### src/rtl/gate_selftest_seq_if.sv
// Bus between the gate self-test sequencer and its environment: the run
// control/result signals plus the stimulus and response of the gate block.
//
// Handshake: `start` is a level sampled only while the sequencer is idle (an
// accepted start begins a run on that edge); `busy` is high for the whole run;
// `done` is a single-cycle pulse marking completion, from which `pass`,
// `err_count` and `fail_mask` are valid and held until the next accepted start.
interface gate_selftest_seq_if;
   logic       start;
   logic       y1_and;
   logic       y2_or;
   logic       y3_nand;
   logic       y4_nor;
   logic       y5_xor;
   logic       y6_xnor;
   logic       y7_not;
   logic       a;
   logic       b;
   logic       busy;
   logic       done;
   logic       pass;
   logic [2:0] err_count;
   logic [3:0] fail_mask;
   logic [1:0] state_dbg;

   // Sequencer side: drives stimulus and results, consumes start and gate outputs.
   modport master (
      input  start, y1_and, y2_or, y3_nand, y4_nor, y5_xor, y6_xnor, y7_not,
      output a, b, busy, done, pass, err_count, fail_mask, state_dbg
   );

   // Environment side: requests runs and hosts the gate block under test.
   modport slave (
      output start, y1_and, y2_or, y3_nand, y4_nor, y5_xor, y6_xnor, y7_not,
      input  a, b, busy, done, pass, err_count, fail_mask, state_dbg
   );
endinterface

### src/rtl/gate_selftest_seq.sv
// Sequential self-test driver for a two-input gate block. Walks the four a/b
// combinations, lets each settle SETTLE_CYCLES cycles, checks all seven gate
// outputs against locally computed values and reports a per-vector fail mask,
// an error count and a pass flag. Every output is a register.
module gate_selftest_seq #(
   parameter int unsigned SETTLE_CYCLES = 2   // legal 1..15
) (
   input logic                 clk,
   input logic                 rst_n,
   gate_selftest_seq_if.master bus
);

   typedef enum logic [1:0] {
      IDLE   = 2'd0,
      SETTLE = 2'd1,
      CHECK  = 2'd2,
      DONE   = 2'd3
   } state_t;

   localparam logic [3:0] SETTLE_LAST = 4'(SETTLE_CYCLES - 1);

   state_t     state,      state_nxt;
   logic [1:0] vec_idx,    vec_nxt;
   logic [3:0] settle_cnt, cnt_nxt;
   logic       a_q,        a_nxt;
   logic       b_q,        b_nxt;
   logic       busy_q,     busy_nxt;
   logic       done_q,     done_nxt;
   logic       pass_q,     pass_nxt;
   logic [2:0] err_q,      err_nxt;
   logic [3:0] mask_q,     mask_nxt;

   logic [6:0] exp_vec;
   logic [6:0] got_vec;
   logic       mismatch;

   // Reference gate values for the stimulus currently on a/b, and the mismatch flag.
   always_comb begin
      exp_vec  = {a_q & b_q, a_q | b_q, ~(a_q & b_q), ~(a_q | b_q),
                  a_q ^ b_q, ~(a_q ^ b_q), ~a_q};
      got_vec  = {bus.y1_and, bus.y2_or, bus.y3_nand, bus.y4_nor,
                  bus.y5_xor, bus.y6_xnor, bus.y7_not};
      mismatch = (got_vec != exp_vec);
   end

   // Next-state and next-output logic; outputs hold unless a state acts on them.
   always_comb begin
      state_nxt = state;
      vec_nxt   = vec_idx;
      cnt_nxt   = settle_cnt;
      a_nxt     = a_q;
      b_nxt     = b_q;
      busy_nxt  = busy_q;
      done_nxt  = 1'b0;
      pass_nxt  = pass_q;
      err_nxt   = err_q;
      mask_nxt  = mask_q;

      case (state)
         IDLE: begin
            a_nxt    = 1'b0;
            b_nxt    = 1'b0;
            busy_nxt = 1'b0;
            if (bus.start) begin
               state_nxt = SETTLE;
               vec_nxt   = 2'd0;
               cnt_nxt   = 4'd0;
               busy_nxt  = 1'b1;
               err_nxt   = 3'd0;
               mask_nxt  = 4'd0;
               pass_nxt  = 1'b0;
            end
         end
         SETTLE: begin
            cnt_nxt = settle_cnt + 4'd1;
            if (settle_cnt == SETTLE_LAST) begin
               state_nxt = CHECK;
            end
         end
         CHECK: begin
            // A vector counts once however many of its seven bits are wrong.
            if (mismatch) begin
               err_nxt           = err_q + 3'd1;
               mask_nxt[vec_idx] = 1'b1;
            end
            if (vec_idx != 2'd3) begin
               vec_nxt        = vec_idx + 2'd1;
               {a_nxt, b_nxt} = vec_idx + 2'd1;
               cnt_nxt        = 4'd0;
               state_nxt      = SETTLE;
            end else begin
               // pass is registered on entry to DONE, so it must include the
               // verdict of the final vector being checked right now.
               state_nxt = DONE;
               done_nxt  = 1'b1;
               busy_nxt  = 1'b0;
               a_nxt     = 1'b0;
               b_nxt     = 1'b0;
               pass_nxt  = !mismatch && (err_q == 3'd0);
            end
         end
         DONE: begin
            state_nxt = IDLE;
         end
         default: begin
            state_nxt = IDLE;
         end
      endcase
   end

   // State and output registers with asynchronous clear.
   always_ff @(posedge clk or negedge rst_n) begin
      if (!rst_n) begin
         state      <= IDLE;
         vec_idx    <= 2'd0;
         settle_cnt <= 4'd0;
         a_q        <= 1'b0;
         b_q        <= 1'b0;
         busy_q     <= 1'b0;
         done_q     <= 1'b0;
         pass_q     <= 1'b0;
         err_q      <= 3'd0;
         mask_q     <= 4'd0;
      end else begin
         state      <= state_nxt;
         vec_idx    <= vec_nxt;
         settle_cnt <= cnt_nxt;
         a_q        <= a_nxt;
         b_q        <= b_nxt;
         busy_q     <= busy_nxt;
         done_q     <= done_nxt;
         pass_q     <= pass_nxt;
         err_q      <= err_nxt;
         mask_q     <= mask_nxt;
      end
   end

   assign bus.a         = a_q;
   assign bus.b         = b_q;
   assign bus.busy      = busy_q;
   assign bus.done      = done_q;
   assign bus.pass      = pass_q;
   assign bus.err_count = err_q;
   assign bus.fail_mask = mask_q;
   assign bus.state_dbg = state;

endmodule

### src/flat_wrapper.sv
// flat-port wrapper written by rule: the top's interface ports become plain ports
module gate_selftest_seq_flat 
#(
   parameter int unsigned SETTLE_CYCLES = 2                 
)
  (clk, rst_n, bus_start, bus_y1_and, bus_y2_or, bus_y3_nand, bus_y4_nor, bus_y5_xor, bus_y6_xnor, bus_y7_not, bus_a, bus_b, bus_busy, bus_done, bus_pass, bus_err_count, bus_fail_mask, bus_state_dbg);
  gate_selftest_seq_if bus_i ();
  input logic clk;
  input logic rst_n;
  input wire logic [$bits(bus_i.start)-1:0] bus_start;
  input wire logic [$bits(bus_i.y1_and)-1:0] bus_y1_and;
  input wire logic [$bits(bus_i.y2_or)-1:0] bus_y2_or;
  input wire logic [$bits(bus_i.y3_nand)-1:0] bus_y3_nand;
  input wire logic [$bits(bus_i.y4_nor)-1:0] bus_y4_nor;
  input wire logic [$bits(bus_i.y5_xor)-1:0] bus_y5_xor;
  input wire logic [$bits(bus_i.y6_xnor)-1:0] bus_y6_xnor;
  input wire logic [$bits(bus_i.y7_not)-1:0] bus_y7_not;
  output wire logic [$bits(bus_i.a)-1:0] bus_a;
  output wire logic [$bits(bus_i.b)-1:0] bus_b;
  output wire logic [$bits(bus_i.busy)-1:0] bus_busy;
  output wire logic [$bits(bus_i.done)-1:0] bus_done;
  output wire logic [$bits(bus_i.pass)-1:0] bus_pass;
  output wire logic [$bits(bus_i.err_count)-1:0] bus_err_count;
  output wire logic [$bits(bus_i.fail_mask)-1:0] bus_fail_mask;
  output wire logic [$bits(bus_i.state_dbg)-1:0] bus_state_dbg;
  assign bus_i.start = bus_start;
  assign bus_i.y1_and = bus_y1_and;
  assign bus_i.y2_or = bus_y2_or;
  assign bus_i.y3_nand = bus_y3_nand;
  assign bus_i.y4_nor = bus_y4_nor;
  assign bus_i.y5_xor = bus_y5_xor;
  assign bus_i.y6_xnor = bus_y6_xnor;
  assign bus_i.y7_not = bus_y7_not;
  assign bus_a = bus_i.a;
  assign bus_b = bus_i.b;
  assign bus_busy = bus_i.busy;
  assign bus_done = bus_i.done;
  assign bus_pass = bus_i.pass;
  assign bus_err_count = bus_i.err_count;
  assign bus_fail_mask = bus_i.fail_mask;
  assign bus_state_dbg = bus_i.state_dbg;
  gate_selftest_seq #(.SETTLE_CYCLES(SETTLE_CYCLES)) u_core (.clk(clk), .rst_n(rst_n), .bus(bus_i));
endmodule
### config.mk
export PLATFORM = sky130hd
export DESIGN_NAME = gate_selftest_seq_flat
export DESIGN_NICKNAME = d
export VERILOG_FILES = /design/src/rtl/gate_selftest_seq_if.sv /design/src/rtl/gate_selftest_seq.sv /design/src/flat_wrapper.sv
export SDC_FILE = /design/constraint.sdc
export NUM_CORES = 1
export LEC_CHECK = 0
export CAP_MARGIN = 15
export CORE_UTILIZATION = 50
export DETAILED_ROUTE_END_ITERATION = 8
export HOLD_SLACK_MARGIN = 0.15
export PLACE_DENSITY_LB_ADDON = 0.25
export SYNTH_ARGS = -nofsm -noshare
export SYNTH_HDL_FRONTEND = slang
export SYNTH_SLANG_ARGS = --single-unit
### constraint.sdc
create_clock -name clk -period 2.2 [get_ports clk]
set_input_delay 0.22 -clock clk [delete_from_list [all_inputs] [get_ports clk]]
set_output_delay 0.22 -clock clk [all_outputs]
set_load 0.02 [all_outputs]
==> results of run 1 <==
-- Yosys cell counts (2+ instances only) --
cell type / n / area [µm²]
dfrtp_1: 20 / 500
ha_1: 10 / 125
nand2b_1: 2 / 12.5
a22o_1: 2 / 17.5
a32o_1: 4 / 40.0
nor3b_1: 4 / 30.0
inv_1: 8 / 30.0
o31ai_1: 2 / 15.0
o311ai_1: 2 / 17.5
nor2_1: 4 / 15.0
and3b_1: 3 / 26.3
o211ai_1: 3 / 22.5
nand2_1: 14 / 52.6
o21ai_0: 10 / 50.1
clkbuf_1: 3 / 11.3
a21boi_0: 2 / 15.0
-- final cells by class --
type,instances,area share [%]
clock buffer,3,1.56
clock inverter,1,2.08
inverter,9,2.34
multi-input combinational,79,40.1
sequential,20,34.6
tap,27,2.34
timing repair buffer,25,17.0
-- sequential cells by signal, summed over array words and instances (netlist names) --
| register | flops |
|---|---|
| u_core.bus.b | 1 |
| u_core.bus.err_count | 3 |
| u_core.bus.done | 1 |
| u_core.vec_idx | 2 |
| u_core.bus.state_dbg | 2 |
| u_core.bus.fail_mask | 4 |
| u_core.bus.a | 1 |
| u_core.bus.busy | 1 |
| u_core.bus.pass | 1 |
| u_core.settle_cnt | 4 |
-- power groups by stage --
stage	Sequential, mW	Combinational, mW	Clock, mW
CTS	0.595	0.773	0.308
global route	0.622	0.849	0.324
finish	0.596	0.769	0.304
detailed placement	0.600	0.769	0
global placement	0.594	0.738	0
floorplan	0.647	0.428	0
-- per-stage QoR --
step / total power, mW / hold WS (ns)
after floorplan: 1.08 / -0.0756
after global placement: 1.33 / 0.468
after detailed placement: 1.37 / 0.477
after CTS: 1.68 / 0.243
after global routing: 1.80 / 0.236
final: 1.67 / 0.232
-- routing by layer --
layer	track usage, %	part of all wire, %
met1	27.9	41
met2	41.4	53
met3	3.09	4.0
met4	8.57	1.3
met5	0	0
-- kinds of logic after synthesis --
group | Yosys count | share of synthesized area [%]
adder cells (fa/ha/maj) | 10 | 11.0
AND/OR/NAND/NOR | 31 | 13.9
XOR/XNOR | 2 | 1.54
AO/OA/AOI/OAI | 36 | 24.3
buffers and inverters | 14 | 5.37
flip-flops | 20 | 43.9
-- how the worst min path moves through the flow --
stage,slack [ns],cells after the start,endpoint,from
2_1_floorplan,-0.08,0,u_core.bus.a,rst_n
3_3_place_gp,0.47,1,u_core.settle_cnt[3],u_core.settle_cnt[3]
3_5_place_dp,0.48,1,u_core.settle_cnt[3],u_core.settle_cnt[3]
4_1_cts,0.24,2,u_core.bus.fail_mask[0],rst_n
5_1_grt,0.24,2,u_core.vec_idx[1],rst_n
6_report,0.23,2,u_core.bus.fail_mask[0],rst_n
==> results.toml, run 1 <==
[run_status]
outcome = "completed"

[setup_path]
cp-end-kind = "register"
r2r_slack_ns = 0.26
cp_max_fo = 8
path_depth = 6
cp-startpoint = "u_core.bus.b"
crit_type = "reg -> reg"
required_ns = 2.42
path_cells = "inv_1, ha_1, nor3b_1, o21ai_1, or2_1, o41ai_4"
reg2reg_depth = 6
r2r_end = "u_core.bus.pass"
worst-path-buf-inv = 1
r2r_start = "u_core.bus.b"
endpoint = "u_core.bus.pass"
cp_slowest_stage_delay_ns = 0.41
arrival_ns = 2.16
critPathTopFamily = "simple AND/OR/NAND/NOR gates"
crit_path_start_kind = "register"
slowest_stage = "dfrtp_1"

[place]
io_buffers = 23
post-dp-hpwl_mm = 1.84
preCtsSetupSlack_ns = 0.289
dp_cells = 160
gp_congestion = 0.768
placed_area_mm2 = 0.00139

[global_route]
track_usage_pct = 23.1
grt_pass1_wl_mm = 4.26
grt_pass1_vias = 930
antenna_found_initial = 0
overflow = 0
grt_max_degree = 21

[floorplan]
core.rowCount = 16
initial_core_util_pct = 55.3
die_h_um = 49.8
die_area_mm2 = 0.00248
io_pins = 24
die_width_um = 49.8
core_mm2 = 0.00206

[cells_and_area]
utilization_pct = 70.1
syn_to_final_growth_pct = 26.6
drive_gt1_share_pct = 7.30
multiInputGateArea_um2 = 579
fillers = 162
n_antenna_cell = 0
finalNonFillerCells = 164
regArea_um2 = 500
fin_nets = 158
final_common_cell = "clkdlybuf4s50_1"
stdcell_area_mm2 = 0.00145
final_cell_mix = "clkdlybuf4s50_1, dfrtp_1, nand2_1"

[yosys]
postSynthCellCount = 113
async_reset_ff_share_pct = 100
synth_cell_types = 36
netlist_area_mm2 = 0.00114
synth_area_per_cell_um2 = 10.1
yosysSeqAreaShare_pct = 43.9
ys.flop_type = "dfrtp_1"
synth_edf_count = 0
yosys_warnings = 0
synth_fp_nets = 133
synth_seq_cells = 20

[clocking]
clk_pin_slew_ns = 0.12
cts_resized = 0
tritoncts = "done"
cts.htree.levels = 1
hold_buffers = 0
cts_buffer_depth = 2
worstSkewPairLatency_ns = 0.31
postCtsSetupBuffers = 0
clock-sinks = 20
ctsRootBufferMaster = "clkbuf_4"
numCtsBuffers = 3

[detailed_routing]
wirelength_mm = 2.53
drt_first_pass_iters = 4
wl_per_cell_um = 15.4
dr_total_vias = 951
vias_per_cell = 5.80
dr.first_iter.drc_count = 21
antenna_left = 0
drc_errors = 0

[timing]
worst_pin_slew_ns = 0.493
period_share_pct = 88.1
rsz0062_at_grt = "false"
final-hold-violation-count = 0
setup-tns-final_ns = 0
maxSlewViolCount = 0
slew_headroom_pct = 66.8
skew_ns = 0.00867
setup_viol = 0
fin_ws_ns = 0.263
fin_crit_ns = 1.94
fmax_mhz = 516

[pwr]
pwr-share-seq_pct = 35.7
ir_drop_mv = 1.13
combPwrFrac_pct = 46.1
p_int_mw = 1.00
power_density_mw_per_mm2 = 1160
p_sw_share_pct = 40.0
power.share.clock_pct = 18.2
leakagePower_nw = 0.643
p_sw_mw = 0.669

[worst_hold_path]
worstHoldPathType = "in -> async"

[flow_run]
cap_violations = 0
Power figures use the tool's default switching activity.
==> run 2, diff against run 1 <==
--- a/config.mk
+++ b/config.mk
@@ -12,2 +12,3 @@
 export PLACE_DENSITY_LB_ADDON = 0.25
+export SKIP_LAST_GASP = 1
 export SYNTH_ARGS = -nofsm -noshare
--- a/constraint.sdc
+++ b/constraint.sdc
@@ -3,2 +3,2 @@
 set_output_delay 0.22 -clock clk [all_outputs]
-set_load 0.02 [all_outputs]
+set_load 0.1 [all_outputs]
==> results.toml, run 2 (synthesis gave the netlist of run 1 again) <==
[run_status]
outcome = "completed"

[timing]
slew_headroom_pct = 59.3
setup_viol = 0
skew_ns = 0.00455
maxSlewViolCount = 0
worst_pin_slew_ns = 0.610
setup-tns-final_ns = 0
fin_crit_ns = 1.91
final-hold-violation-count = 0
period_share_pct = 86.6
rsz0062_at_grt = "false"
fmax_mhz = 525
fin_ws_ns = 0.295

[clocking]
cts_resized = 0
ctsRootBufferMaster = "clkbuf_4"
hold_buffers = 0
cts_buffer_depth = 2
tritoncts = "done"
numCtsBuffers = 3
clock-sinks = 20
postCtsSetupBuffers = 0
cts.htree.levels = 1
clk_pin_slew_ns = 0.11
worstSkewPairLatency_ns = 0.30

[setup_path]
crit_path_start_kind = "register"
r2r_start = "u_core.bus.b"
r2r_end = "u_core.bus.pass"
r2r_slack_ns = 0.29
required_ns = 2.41
cp_slowest_stage_delay_ns = 0.40
crit_type = "reg -> reg"
reg2reg_depth = 6
slowest_stage = "dfrtp_2"
path_cells = "inv_1, ha_1, nor3b_1, o21ai_1, or2_1, o41ai_4"
cp-startpoint = "u_core.bus.b"
cp-end-kind = "register"
arrival_ns = 2.11
cp_max_fo = 8

[pwr]
p_int_mw = 0.878
leakagePower_nw = 0.654
combPwrFrac_pct = 55.6
p_sw_share_pct = 54.7
power_density_mw_per_mm2 = 1390
ir_drop_mv = 1.24
p_sw_mw = 1.06
pwr-share-seq_pct = 33.4
power.share.clock_pct = 11.0
power_mw = 1.94

[detailed_routing]
dr.first_iter.drc_count = 10
drt_first_pass_iters = 4
dr_total_vias = 911
vias_per_cell = 5.59
antenna_left = 0
wl_per_cell_um = 14.1
drc_errors = 0
wirelength_mm = 2.29

[cells_and_area]
final_common_cell = "dfrtp_1"
multiInputGateArea_um2 = 579
n_antenna_cell = 0
drive_gt1_share_pct = 18.4
regArea_um2 = 503
fillers = 175
stdcell_area_mm2 = 0.00139
finalNonFillerCells = 163
syn_to_final_growth_pct = 21.7
final_cell_mix = "dfrtp_1, buf_4, nand2_1"
fin_nets = 157

[place]
dp_cells = 159
io_buffers = 23
post-dp-hpwl_mm = 1.66
preCtsSetupSlack_ns = 0.336
placed_area_mm2 = 0.00135
gp_congestion = 0.821

[floorplan]
die_h_um = 49.8
initial_core_util_pct = 55.3
core_mm2 = 0.00206
die_area_mm2 = 0.00248
core.rowCount = 16
io_pins = 24
die_width_um = 49.8

[global_route]
grt_pass1_vias = 862
overflow = 0
grt_max_degree = 22
track_usage_pct = 21.3
antenna_found_initial = 0
grt_pass1_wl_mm = 3.97

[worst_hold_path]
worstHoldPathType = "in -> async"

[flow_run]
cap_violations = 0
[run 2: cell types whose count changed in the layout (fill, tap and decap cells not counted), sizes merged]
cell | before | now
clkbuf | 3 | 4
clkdlybuf4s50 | 23 | 9
bufinv | 1 | 0
buf | 2 | 15
[run 2: power groups by stage]
stage / logic [mW] / clock network, mW / registers [mW]
2_1_floorplan: 0.430 / 0 / 1.05
3_3_place_gp: 1.07 / 0 / 0.645
3_5_place_dp: 1.08 / 0 / 0.655
4_1_cts: 1.08 / 0.222 / 0.648
5_1_grt: 1.16 / 0.237 / 0.676
6_report: 1.08 / 0.213 / 0.647
[run 2: routing by layer]
| metal | wire length [µm] | part of all wire [%] | track usage [%] | vias to the layer above |
|---|---|---|---|---|
| li1 | - | - | - | 456 |
| met1 | 1050 | 46 | 29.2 | 436 |
| met2 | 1170 | 51 | 34.7 | 19 |
| met3 | 72 | 3.1 | 4.63 | 0 |
| met4 | 0 | 0 | 4.29 | 0 |
| met5 | 0 | 0 | 0 | - |
[run 2: worst max-delay path by stage]
stage | cells past startpoint | slack (ns) | to
2_1_floorplan | 7 | 0.08 | u_core.bus.pass
3_3_place_gp | 6 | 0.41 | u_core.bus.pass
3_5_place_dp | 6 | 0.34 | u_core.bus.pass
4_1_cts | 6 | 0.31 | u_core.bus.pass
5_1_grt | 6 | 0.18 | u_core.bus.pass
6_report | 6 | 0.29 | u_core.bus.pass
[run 2: metrics by stage]
stage / util (%) / hold slack (ns)
2_1_floorplan: - / -0.0756
3_3_place_gp: 65.6 / 0.468
3_5_place_dp: 65.6 / 0.467
4_1_cts: 67.4 / 0.242
5_1_grt: 67.4 / 0.250
6_report: 67.4 / 0.243
[run 2: layout make-up]
type / count / area share (%)
Tap cell: 27 / 2.43
Multi-Input combinational cell: 79 / 41.7
Sequential cell: 20 / 36.2
Timing Repair Buffer: 24 / 14.6
Clock buffer: 4 / 2.61
Inverter: 9 / 2.43
[run 2: critical path, delay by kind of cell, from the launching register on]
| family | cells | cell delay, ns |
|---|---|---|
| flip-flops | 1 | 0.40 |
| adder cells (fa/ha/maj) | 1 | 0.29 |
| AND/OR/NAND/NOR | 2 | 0.58 |
| AO/OA/AOI/OAI | 2 | 0.48 |
| buffers and inverters | 1 | 0.05 |
